File: src/rtl/frame_sync_ctrl.sv
// Serial frame synchroniser: hunts a 1-bit stream for a programmable sync word,
// captures a fixed-length payload per frame and tracks lock with flywheel tolerance.
module frame_sync_ctrl #(
  parameter int unsigned PAT_W    = 4,
  parameter int unsigned PAY_W    = 8,
  parameter int unsigned LOCK_CNT = 2,
  parameter int unsigned MISS_CNT = 2
) (
  input  logic             i_clk,
  input  logic             i_rst_n,
  input  logic             i_enable,
  input  logic             i_cfg_load,
  input  logic [PAT_W-1:0] i_cfg_pattern,
  input  logic             i_bit_valid,
  input  logic             i_bit_in,
  output logic             o_sync_hit,
  output logic             o_frame_valid,
  output logic [PAY_W-1:0] o_frame_data,
  output logic             o_locked,
  output logic [1:0]       o_state
);

  localparam int unsigned FILL_W  = $clog2(PAT_W + 1);
  localparam int unsigned BIT_MAX = (PAY_W > PAT_W) ? PAY_W : PAT_W;
  localparam int unsigned BIT_W   = $clog2(BIT_MAX + 1);
  localparam int unsigned GOOD_W  = $clog2(LOCK_CNT + 1);
  localparam int unsigned MISS_W  = $clog2(MISS_CNT + 1);
  localparam logic [3:0]  DEF_PAT = 4'b1101;

  typedef enum logic [1:0] {
    S_IDLE    = 2'd0,
    S_HUNT    = 2'd1,
    S_PAYLOAD = 2'd2,
    S_VERIFY  = 2'd3
  } state_t;

  state_t             r_state;
  logic [PAT_W-1:0]   r_pattern;
  logic [PAT_W-1:0]   r_window;
  logic [FILL_W-1:0]  r_fill;
  logic [BIT_W-1:0]   r_bit_cnt;
  logic [PAY_W-1:0]   r_cap;
  logic [PAY_W-1:0]   r_frame_data;
  logic [GOOD_W-1:0]  r_good;
  logic [MISS_W-1:0]  r_miss;
  logic               r_locked;
  logic               r_sync_hit;
  logic               r_frame_valid;

  logic [PAT_W-1:0]   w_win_next;
  logic [PAY_W-1:0]   w_cap_next;
  logic               w_hunt_match;
  logic               w_verify_good;
  logic [GOOD_W-1:0]  w_good_inc;

  // History and capture views including the bit being accepted this cycle
  assign w_win_next    = PAT_W'({r_window, i_bit_in});
  assign w_cap_next    = PAY_W'({r_cap, i_bit_in});
  assign w_hunt_match  = (r_fill >= FILL_W'(PAT_W - 1)) && (w_win_next == r_pattern);
  assign w_verify_good = (w_win_next == r_pattern);
  assign w_good_inc    = (r_good >= GOOD_W'(LOCK_CNT)) ? r_good : r_good + GOOD_W'(1);

  always_ff @(posedge i_clk or negedge i_rst_n) begin
    if (!i_rst_n) begin
      r_state       <= S_IDLE;
      r_pattern     <= PAT_W'(DEF_PAT);
      r_window      <= '0;
      r_fill        <= '0;
      r_bit_cnt     <= '0;
      r_cap         <= '0;
      r_frame_data  <= '0;
      r_good        <= '0;
      r_miss        <= '0;
      r_locked      <= 1'b0;
      r_sync_hit    <= 1'b0;
      r_frame_valid <= 1'b0;
    end else begin
      r_sync_hit    <= 1'b0;
      r_frame_valid <= 1'b0;
      if (!i_enable) begin
        // Disable wins over any bit this cycle; frame data is kept
        r_state   <= S_IDLE;
        r_locked  <= 1'b0;
        r_window  <= '0;
        r_fill    <= '0;
        r_bit_cnt <= '0;
        r_good    <= '0;
        r_miss    <= '0;
        if (r_state == S_IDLE && i_cfg_load) r_pattern <= i_cfg_pattern;
      end else begin
        case (r_state)
          S_IDLE: begin
            if (i_cfg_load) r_pattern <= i_cfg_pattern;
            r_state <= S_HUNT;
          end
          default: begin
            if (i_bit_valid) begin
              r_window <= w_win_next;
              if (r_fill != FILL_W'(PAT_W)) r_fill <= r_fill + FILL_W'(1);
              case (r_state)
                S_HUNT: begin
                  if (w_hunt_match) begin
                    r_sync_hit <= 1'b1;
                    r_good     <= GOOD_W'(1);
                    r_miss     <= '0;
                    r_bit_cnt  <= '0;
                    r_state    <= S_PAYLOAD;
                    if (LOCK_CNT == 1) r_locked <= 1'b1;
                  end
                end
                S_PAYLOAD: begin
                  r_cap <= w_cap_next;
                  if (r_bit_cnt == BIT_W'(PAY_W - 1)) begin
                    r_frame_data  <= w_cap_next;
                    r_frame_valid <= 1'b1;
                    r_bit_cnt     <= '0;
                    r_state       <= S_VERIFY;
                  end else begin
                    r_bit_cnt <= r_bit_cnt + BIT_W'(1);
                  end
                end
                S_VERIFY: begin
                  if (r_bit_cnt == BIT_W'(PAT_W - 1)) begin
                    r_bit_cnt <= '0;
                    if (w_verify_good) begin
                      r_sync_hit <= 1'b1;
                      r_good     <= w_good_inc;
                      r_miss     <= '0;
                      r_state    <= S_PAYLOAD;
                      if (w_good_inc >= GOOD_W'(LOCK_CNT)) r_locked <= 1'b1;
                    end else if (r_locked && (r_miss < MISS_W'(MISS_CNT - 1))) begin
                      // Flywheel: tolerate an isolated bad sync word while locked
                      r_miss  <= r_miss + MISS_W'(1);
                      r_state <= S_PAYLOAD;
                    end else begin
                      r_locked <= 1'b0;
                      r_good   <= '0;
                      r_miss   <= '0;
                      r_state  <= S_HUNT;
                    end
                  end else begin
                    r_bit_cnt <= r_bit_cnt + BIT_W'(1);
                  end
                end
                default: ;
              endcase
            end
          end
        endcase
      end
    end
  end

  assign o_sync_hit    = r_sync_hit;
  assign o_frame_valid = r_frame_valid;
  assign o_frame_data  = r_frame_data;
  assign o_locked      = r_locked;
  assign o_state       = r_state;

endmodule

File: config.mk
export PLATFORM = sky130hd
export DESIGN_NAME = frame_sync_ctrl
export DESIGN_NICKNAME = d
export VERILOG_FILES = /design/src/rtl/frame_sync_ctrl.sv
export SDC_FILE = /design/constraint.sdc
export NUM_CORES = 1
export LEC_CHECK = 0
export CORE_MARGIN = 2
export CORE_UTILIZATION = 40
export DETAILED_ROUTE_END_ITERATION = 6
export SYNTH_ARGS = -nofsm -noshare
export SYNTH_HDL_FRONTEND = slang
export SYNTH_SLANG_ARGS = --single-unit
File: constraint.sdc
create_clock -name i_clk -period 2.7 [get_ports i_clk]
set_clock_uncertainty 0.2 [all_clocks]
set_input_delay 0.405 -clock i_clk [delete_from_list [all_inputs] [get_ports i_clk]]
set_output_delay 0.405 -clock i_clk [all_outputs]
set_load 0.05 [all_outputs]
==> Yosys cells after proc, flatten, opt, wreduce, memory -nomap -nowiden <==
Cells that the tools add are included.
{ "word_totals": {"input_bits": 10, "register_bits": 38, "out_inout_bits": 13} }
{ "op_classes": {"muxes": 64, "n_bitwise": 1, "n_eq_ne": 26, "addsub": 4, "n_reduce_logical": 15, "order_cmp": 4} }
{ "op_table": {"columns": ["op", "n"], "rows": [
  ["$mux 2", 23],
  ["$mux 4", 10],
  ["$mux 3", 7],
  ["$mux 1", 19],
  ["$ne 4x4->1 const B", 4],
  ["$reduce_and 5->1", 3],
  ["$ne 2x1->1 const B", 6],
  ["$ne 3x3->1 const B", 4],
  ["$pmux 4 s3", 1],
  ["$reduce_and 6->1", 2],
  ["$pmux 2 s2", 2],
  ["$reduce_and 4->1", 2],
  ["$ne 3x1->1 const B", 2],
  ["$pmux 2 s3", 1],
  ["$reduce_and 3->1", 2],
  ["$ne 5x1->1 const B", 1],
  ["$add 2x1->2 const B", 2],
  ["$add 4x1->4 const B", 1],
  ["$eq 2x2->1 const B", 2],
  ["$eq 4x2->1 const B", 1],
  ["$eq 4x3->1 const B", 1],
  ["$eq 4x4->1", 1],
  ["$ge 2x2->1 const B", 2],
  ["$ne 4x1->1 const B", 1],
  ["other kinds (12)", 14]
]} }

==> Depth between registers and ports, before layout <==
Gate-level depths: netlist (run 1).
{ "logic_depth": {"ltp_word": 10, "ltp_mapped": 8} }

==> Worst setup path before layout (run 1) <==
No wires, ideal clock.
{ "synth_path": {"kind": "flip-flop to flip-flop", "start": "register r_state[0] (netlist: o_state[0])", "end": "register r_state[0] (netlist: o_state[0])", "arrival_ns": 2.054, "path_stages_with_launch": 8, "required_ns": 2.372, "setup_slack_ns": 0.319, "n_path_buf": 0, "synth_period_minus_slack_ns": 2.381, "path_cell_list": "dfrtp_1 > inv_1 > ha_1 > nor2_2 > a21o_1 > o211ai_1 > a32oi_2 > mux2_1"} }
{ "synth_via": {"elab_chain_cells": 5, "elab_cells_between_ends": 14, "cone_classes": "8 x eq/ne; 4 x mux; 2 x reduce/logical"} }
{ "synth_lines": {"columns": ["item", "line", "source"], "rows": [
  ["from (decl)", "37", "state_t r_state;"],
  ["from (signal assigned)", "65", "r_state <= S_IDLE;"],
  ["from (signal assigned)", "82", "r_state <= S_IDLE;"],
  ["from (signal assigned)", "94", "r_state <= S_HUNT;"],
  ["$eq 2x2->1 or $eq 2x1->1 (tied branches)", "100", "case (r_state)"],
  ["$pmux 2 s3", "100", null],
  ["$mux 2", "97", "if (i_bit_valid) begin"],
  ["$mux 2", "91", "case (r_state)"],
  ["$mux 2", "80", "if (!i_enable) begin"]
]} }
Parallel ways exist; a longest one is shown, timed or not. The select of a mux whose other input is x is not followed.
A chain may end at the register's enable or synchronous reset.

==> Final worst setup path (run 1) <==
{ "layout_path": {"start": "register r_state[0] (netlist: o_state[0])", "end": "register r_bit_cnt[2]"} }
{ "layout_via": {"elab_chain_cells": 5, "elab_cells_between_ends": 12, "cone_classes": "6 x eq/ne; 4 x mux; 2 x reduce/logical"} }
{ "layout_lines": {"columns": ["item", "line", "source"], "rows": [
  ["$eq 2x2->1 or $eq 2x1->1 (tied branches)", "100", null],
  ["$pmux 4 s3", "100", null],
  ["$mux 4", "97", null],
  ["$mux 4", "91", null],
  ["$mux 4", "80", null],
  ["to (signal assigned)", "119", "r_bit_cnt <= r_bit_cnt + BIT_W'(1);"],
  ["to (signal assigned)", "142", "r_bit_cnt <= r_bit_cnt + BIT_W'(1);"],
  ["to (decl)", "41", "logic [BIT_W-1:0] r_bit_cnt;"]
]} }
Parallel ways exist; a longest one is shown, timed or not. The select of a mux whose other input is x is not followed.

==> results.md, run 1 <==
- Critical Path Fanout Max: 8
- Seq/Total Area, Yosys: 47.72%
- Cts hold-fix bufs: 0
- Rows: 25
- Status: complete, no violations
- Clock Latency Late Sink: 290 ps
- Ys async rst share: 100.0%
- Top cells by area, synth: dfrtp_1, ha_1, mux2_2
- Gr usage total: 16.70%
- Period utilisation layout: 86.33%
- Cell leakage power: 1.085 nW
- PwrDens: 802.2 nW/um^2
- Aggregate routed wire length: 4079 um
- Worst-path clk slew: 70 ps
- Delay-heaviest family, CP: compound AO/OA/AOI/OAI gates
- I/O Buffers: 22
- Via count: 1405
- Worst path slowest cell: dfrtp_1
- Worst path depth: 8
- GP Congestion: 0.8527
- Width of the die: 74.72 um
- Nets: 222
- Layout area overhead: 22.01%
- Slew @ Worst Pin: 841.3 ps
- Total CTS buffers: 5
- # Post-CTS Setup Buffers: 0
- Worst R2R Path Depth: 8
- Post-Route Setup TNS: 0 ps
- Number of DRC violations after detailed-routing iteration 0: 85
- Slew HR: 43.91%
- Largest net degree at the start of global routing: 39
- Comb pwr share: 31.5%
- Post-synth top area share: 43.78%
- Vias in the first global route: 1492
- Worst vdd ir: 0.4204 mV
- CTS Sinks: 38
- Remaining Overflow, GRT: 0
- Post-Syn Nets: 194
- Vias per cell: 5.204
- Placed instance count: 262
- Layout cell share with drive strength beyond 1: 20.20%
- TritonCTS clock tree: done
- Clock Power Share: 30.2%
- Synth Cell Area: 2001 um^2
- Worst EP arrival: 2310 ps
- Setup ws final: 369.1 ps
- CP required: 2680 ps
- Post-synthesis area per instance: 11.50 um^2
- Unrepaired setup endpoints after global routing: false
- Area of the multi-input gates: 980.9 um^2
- Hold WS: 19.54 ps
- Sequential Area: 954.7 um^2
- Io pins: 23
- Pre-antenna DRT Iters: 4
- Drt drc: 0
- Synth warn: 0
- Synth Instances: 174
- Sw power: 0.0006303 W
- Final ANT Viol Nets: 0
- Yosys reg bits: 38
- Die area: 5583 um^2
- Final setup viols: 0
- Fin. max-slew vios: 0
- Worst path cell trace: inv_1, ha_1, nor2b_1, buf_4, o221ai_1, a21oi_2, o21ai_1, a32o_1
- Dpl ws: 224.9 ps
- Worst setup SP type: flop
- Most common flop cell mapped by yosys: dfrtp_1
- Clock buffer depth: 2
- Detail Placement HPWL: 2992 um
- Switching Share: 32.19%
- Largest stage delay on the critical path: 470 ps
- Buf/Inv on CP: 2
- P_int: 0.001328 W
- HP Class: primary input to async pin
- Clock H-tree levels: 2
- Die height: 74.72 um
- Initial antenna violation count: 0
- Post-synth EDFFs: 0
- Final min period: 2331 ps
- Largest area contributor in the netlist: dfrtp_1
- Fmax: 429.0 MHz
- Initial core utilization: 41.80%
- Routed len/inst: 15.11 um
- Final hold vios: 0
- Post-CTS sizing: 0
- Root Driver: clkbuf_8
- CORE AREA: 4786 um^2
- Setup crit end kind: flop
- Maxcap violations: 0
- First-pass GRT wire length: 7017 um
- Sequential power share: 38.3%
- WS Path Type: flop to flop
- Antenna Cells: 0
- Filler instances: 431
- Fin cells: 270
- Unique cell type count in the Yosys netlist: 45
layer usage:
metal,share of wire [%],wire length (um),GRT usage [%]
met1,44,1789,20.14
met2,50,2043,28.61
met3,4.4,181,4.150
met4,1.6,64,6.944
met5,0,0,0
final timing paths:
kind                                  from               to  slack [ps]
setup / recovery                o_state[0]     r_bit_cnt[2]         370
hold / removal                     i_rst_n     r_bit_cnt[2]          20
setup reg to reg                o_state[0]     r_bit_cnt[2]         370
hold reg to reg            o_frame_data[6]  o_frame_data[6]         290
max in group asynchronous          i_rst_n      r_window[2]        1750
min in group i_clk         o_frame_data[6]  o_frame_data[6]         290
Yosys cell counts (2+ instances only):
cell type / count
ha_1: 10
dfstp_2: 3
dfrtp_1: 35
o21ai_0: 3
nor2_1: 7
buf_4: 2
xnor2_2: 4
o211ai_1: 2
mux2_1: 9
nor3_1: 2
nor2b_1: 3
nor4_1: 2
nand2_1: 18
mux2i_1: 3
o21ai_1: 5
mux2_2: 11
inv_1: 11
nand2b_1: 3
a21oi_1: 9
nand3_1: 7
flip-flops by register name, indices dropped and copies added (netlist names):
name,count
o_sync_hit,1
r_fill,3
r_pattern,4
r_good,2
o_frame_valid,1
r_window,3
r_miss,2
r_cap,7
o_frame_data,8
o_state,2
r_bit_cnt,4
o_locked,1
final cells by class:
class,instances,area share (%)
well taps,67,3.434
flip-flops and latches,38,39.11
inverters,11,1.691
repair buffers,25,9.739
clock buffers,6,3.383
clock inverters,2,2.460
multi-input cells,121,40.18
power groups by stage:
stage               combinational (W)  sequential [W]  clock [W]
floorplan                    0.000434        0.000784          0
detailed placement           0.000617        0.000761          0
global route                 0.000677        0.000763   0.000630
finish                       0.000617        0.000749   0.000592
CTS                          0.000620        0.000751   0.000603
global placement             0.000600        0.000756          0
stage by stage:
stage / utilization [%] / area [um^2] / power [W]
after global routing: 51.01 / 2441 / 0.002070
after global placement: 48.03 / 2298 / 0.001355
after detailed placement: 48.03 / 2298 / 0.001378
final: 51.01 / 2441 / 0.001958
after floorplan: - / 2001 / 0.001218
after CTS: 51.01 / 2441 / 0.001974
cell families (layout without fill, tap and decap cells):
group | after synthesis | after routing | synth area share (%)
AO/OA/AOI/OAI | 32 | 32 | 11.45
XOR/XNOR | 5 | 5 | 3.690
multiplexers | 23 | 23 | 12.76
buffers and inverters | 15 | 44 | 3.251
adder cells (fa/ha/maj) | 10 | 10 | 6.254
flip-flops | 38 | 38 | 47.72
AND/OR/NAND/NOR | 51 | 51 | 14.88
layout by cell type, fill, tap and decap left out, types with 4 or more instances in the layout:
| cell | n |
|---|---|
| a21oi_1 | 9 |
| nor2_1 | 7 |
| xnor2_2 | 4 |
| dfrtp_1 | 35 |
| nand2_1 | 18 |
| ha_1 | 10 |
| mux2_1 | 9 |
| clkdlybuf4s50_1 | 21 |
| nand3_1 | 7 |
| inv_1 | 11 |
| clkbuf_8 | 6 |
| o21ai_1 | 5 |
| mux2_2 | 11 |
Power figures use the tool's default switching activity.
==> run 2: changes to the inputs <==
--- a/config.mk
+++ b/config.mk
@@ -8,6 +8,7 @@
 export CORE_MARGIN = 2
 export CORE_UTILIZATION = 40
 export DETAILED_ROUTE_END_ITERATION = 6
+export RECOVER_POWER = 25
 export SYNTH_ARGS = -nofsm -noshare
 export SYNTH_HDL_FRONTEND = slang
 export SYNTH_SLANG_ARGS = --single-unit
==> run 2 against run 1 <==
Net effect:
- the flow now finishes with violations (max-capacitance violations, max-slew violations)
- routed wire length about the same
- die area stayed put
- critical path depth is the same
- design area about the same
- clock-buffer cell count is the same
- combinational power barely moved
- non-clock buffer count stayed put
- via count about the same
- sequential power hardly changed
- critical path type unchanged
==> results.md, run 2 (synthesis gave the netlist of run 1 again) <==
- Pre-antenna DRT Iters: 4
- Width of the die: 74.72 um
- Setup crit end kind: flop
- Placed instance count: 262
- Gr usage total: 16.70%
- Nets: 222
- CTS Sinks: 38
- CP required: 2680 ps
- Fmax: 429.0 MHz
- Root Driver: clkbuf_8
- Fin cells: 270
- Final Util: 50.98%
- Layout cell share with drive strength beyond 1: 19.70%
- Worst setup SP type: flop
- Unrepaired setup endpoints after global routing: false
- Largest stage delay on the critical path: 470 ps
- Worst vdd ir: 0.4204 mV
- Final ANT Viol Nets: 0
- Total CTS buffers: 5
- Layout area overhead: 21.95%
- Slew HR: -34.78%
- Detail Placement HPWL: 2992 um
- Final min period: 2331 ps
- Worst path cell trace: inv_1, ha_1, nor2b_1, buf_4, o221ai_1, a21oi_2, o21ai_1, a32o_1
- Routed len/inst: 15.10 um
- Worst EP arrival: 2310 ps
- Hold path depth: 1
- Cell leakage power: 1.082 nW
- CORE AREA: 4786 um^2
- Number of DRC violations after detailed-routing iteration 0: 85
- Most common library cell in the layout ignoring fill and taps: dfrtp_1
- Clock buffer depth: 2
- Cts hold-fix bufs: 0
- Critical Path Fanout Max: 8
- Maxcap violations: 1
- TritonCTS clock tree: done
- Largest net degree at the start of global routing: 39
- Filler instances: 431
- Remaining Overflow, GRT: 0
- Worst-path clk slew: 70 ps
- HP Class: flop to flop
- Violated checks: max-capacitance violations, max-slew violations
- # Post-CTS Setup Buffers: 0
- Vias per cell: 5.200
- Clock Latency Late Sink: 290 ps
- Period utilisation layout: 86.33%
- WS Path Type: flop to flop
- GP Congestion: 0.8527
- Max FFs per register: 8
- Slew @ Worst Pin: 2022 ps
- Status: finished, violations left
- Vias in the first global route: 1492
- Via count: 1404
- Final setup viols: 0
- Post-Route Setup TNS: 0 ps
- Worst path slowest cell: dfrtp_1
- Post-CTS sizing: 0
- Fin. max-slew vios: 39
- Io pins: 23
- Rows: 25
- Clock H-tree levels: 2
- Initial core utilization: 41.80%
- Most frequent cells in the layout: dfrtp_1, clkdlybuf4s50_1, nand2_1
- Worst R2R Path Depth: 8
- I/O Buffers: 22
- Final hold vios: 0
- Die area: 5583 um^2
- Aggregate routed wire length: 4077 um
- PwrDens: 802.5 nW/um^2
- Initial antenna violation count: 0
- Drt drc: 0
- First-pass GRT wire length: 7017 um
- Antenna Cells: 0
- Die height: 74.72 um
[run 2: metrics by stage]
| step | hold slack [ps] | total power [W] | area (um^2) | worst slack, ps |
|---|---|---|---|---|
| floorplan | -90.59 | 0.001218 | 2001 | 318.5 |
| global placement | 267.8 | 0.001355 | 2298 | 294.5 |
| detailed placement | 276.7 | 0.001378 | 2298 | 224.9 |
| CTS | 48.59 | 0.001974 | 2441 | 383.5 |
| global route | 304.5 | 0.002070 | 2440 | 179.2 |
| finish | 288.4 | 0.001958 | 2440 | 369.0 |
[run 2: final cells by class]
| cell class | instances | area [um^2] | share of cell area (%) |
|---|---|---|---|
| Multi-Input combinational cell | 121 | 980.9 | 40.21 |
| Clock inverter | 2 | 60.06 | 2.462 |
| Tap cell | 67 | 83.83 | 3.436 |
| Timing Repair Buffer | 25 | 236.5 | 9.692 |
| Sequential cell | 38 | 954.7 | 39.13 |
| Clock buffer | 6 | 82.58 | 3.385 |
| Inverter | 11 | 41.29 | 1.692 |
[run 2: worst paths after layout]
kind	startpoint	endpoint	slack (ps)
worst max-delay path	o_state[0]	r_bit_cnt[2]	370
worst min-delay path	o_frame_data[6]	o_frame_data[6]	290
worst max register to register	o_state[0]	r_bit_cnt[2]	370
worst min register to register	o_frame_data[6]	o_frame_data[6]	290
max in group asynchronous	i_rst_n	r_window[2]	660
min in group asynchronous	i_rst_n	r_bit_cnt[2]	490
[run 2: where the power goes]
| group | internal (W) | switching [W] |
|---|---|---|
| Clock | 0.000394 | 0.000198 |
| Sequential | 0.000663 | 0.0000870 |
| Combinational | 0.000271 | 0.000345 |
[run 2: worst max-delay path: cells and delay by family, from the launching register on]
family,cells,cell delay [ps]
DFF,1,470
and+or+nand+nor,1,140
AOI/OAI and AO/OA,4,850
adders and majority gates,1,270
buffers and inverters,2,280
[run 2: layer usage]
layer,global-route usage [%],vias up,part of all wire [%]
li1,-,665,-
met1,20.14,703,44
met2,28.61,27,50
met3,4.150,9,4.4
met4,6.944,0,1.6
met5,0,-,0
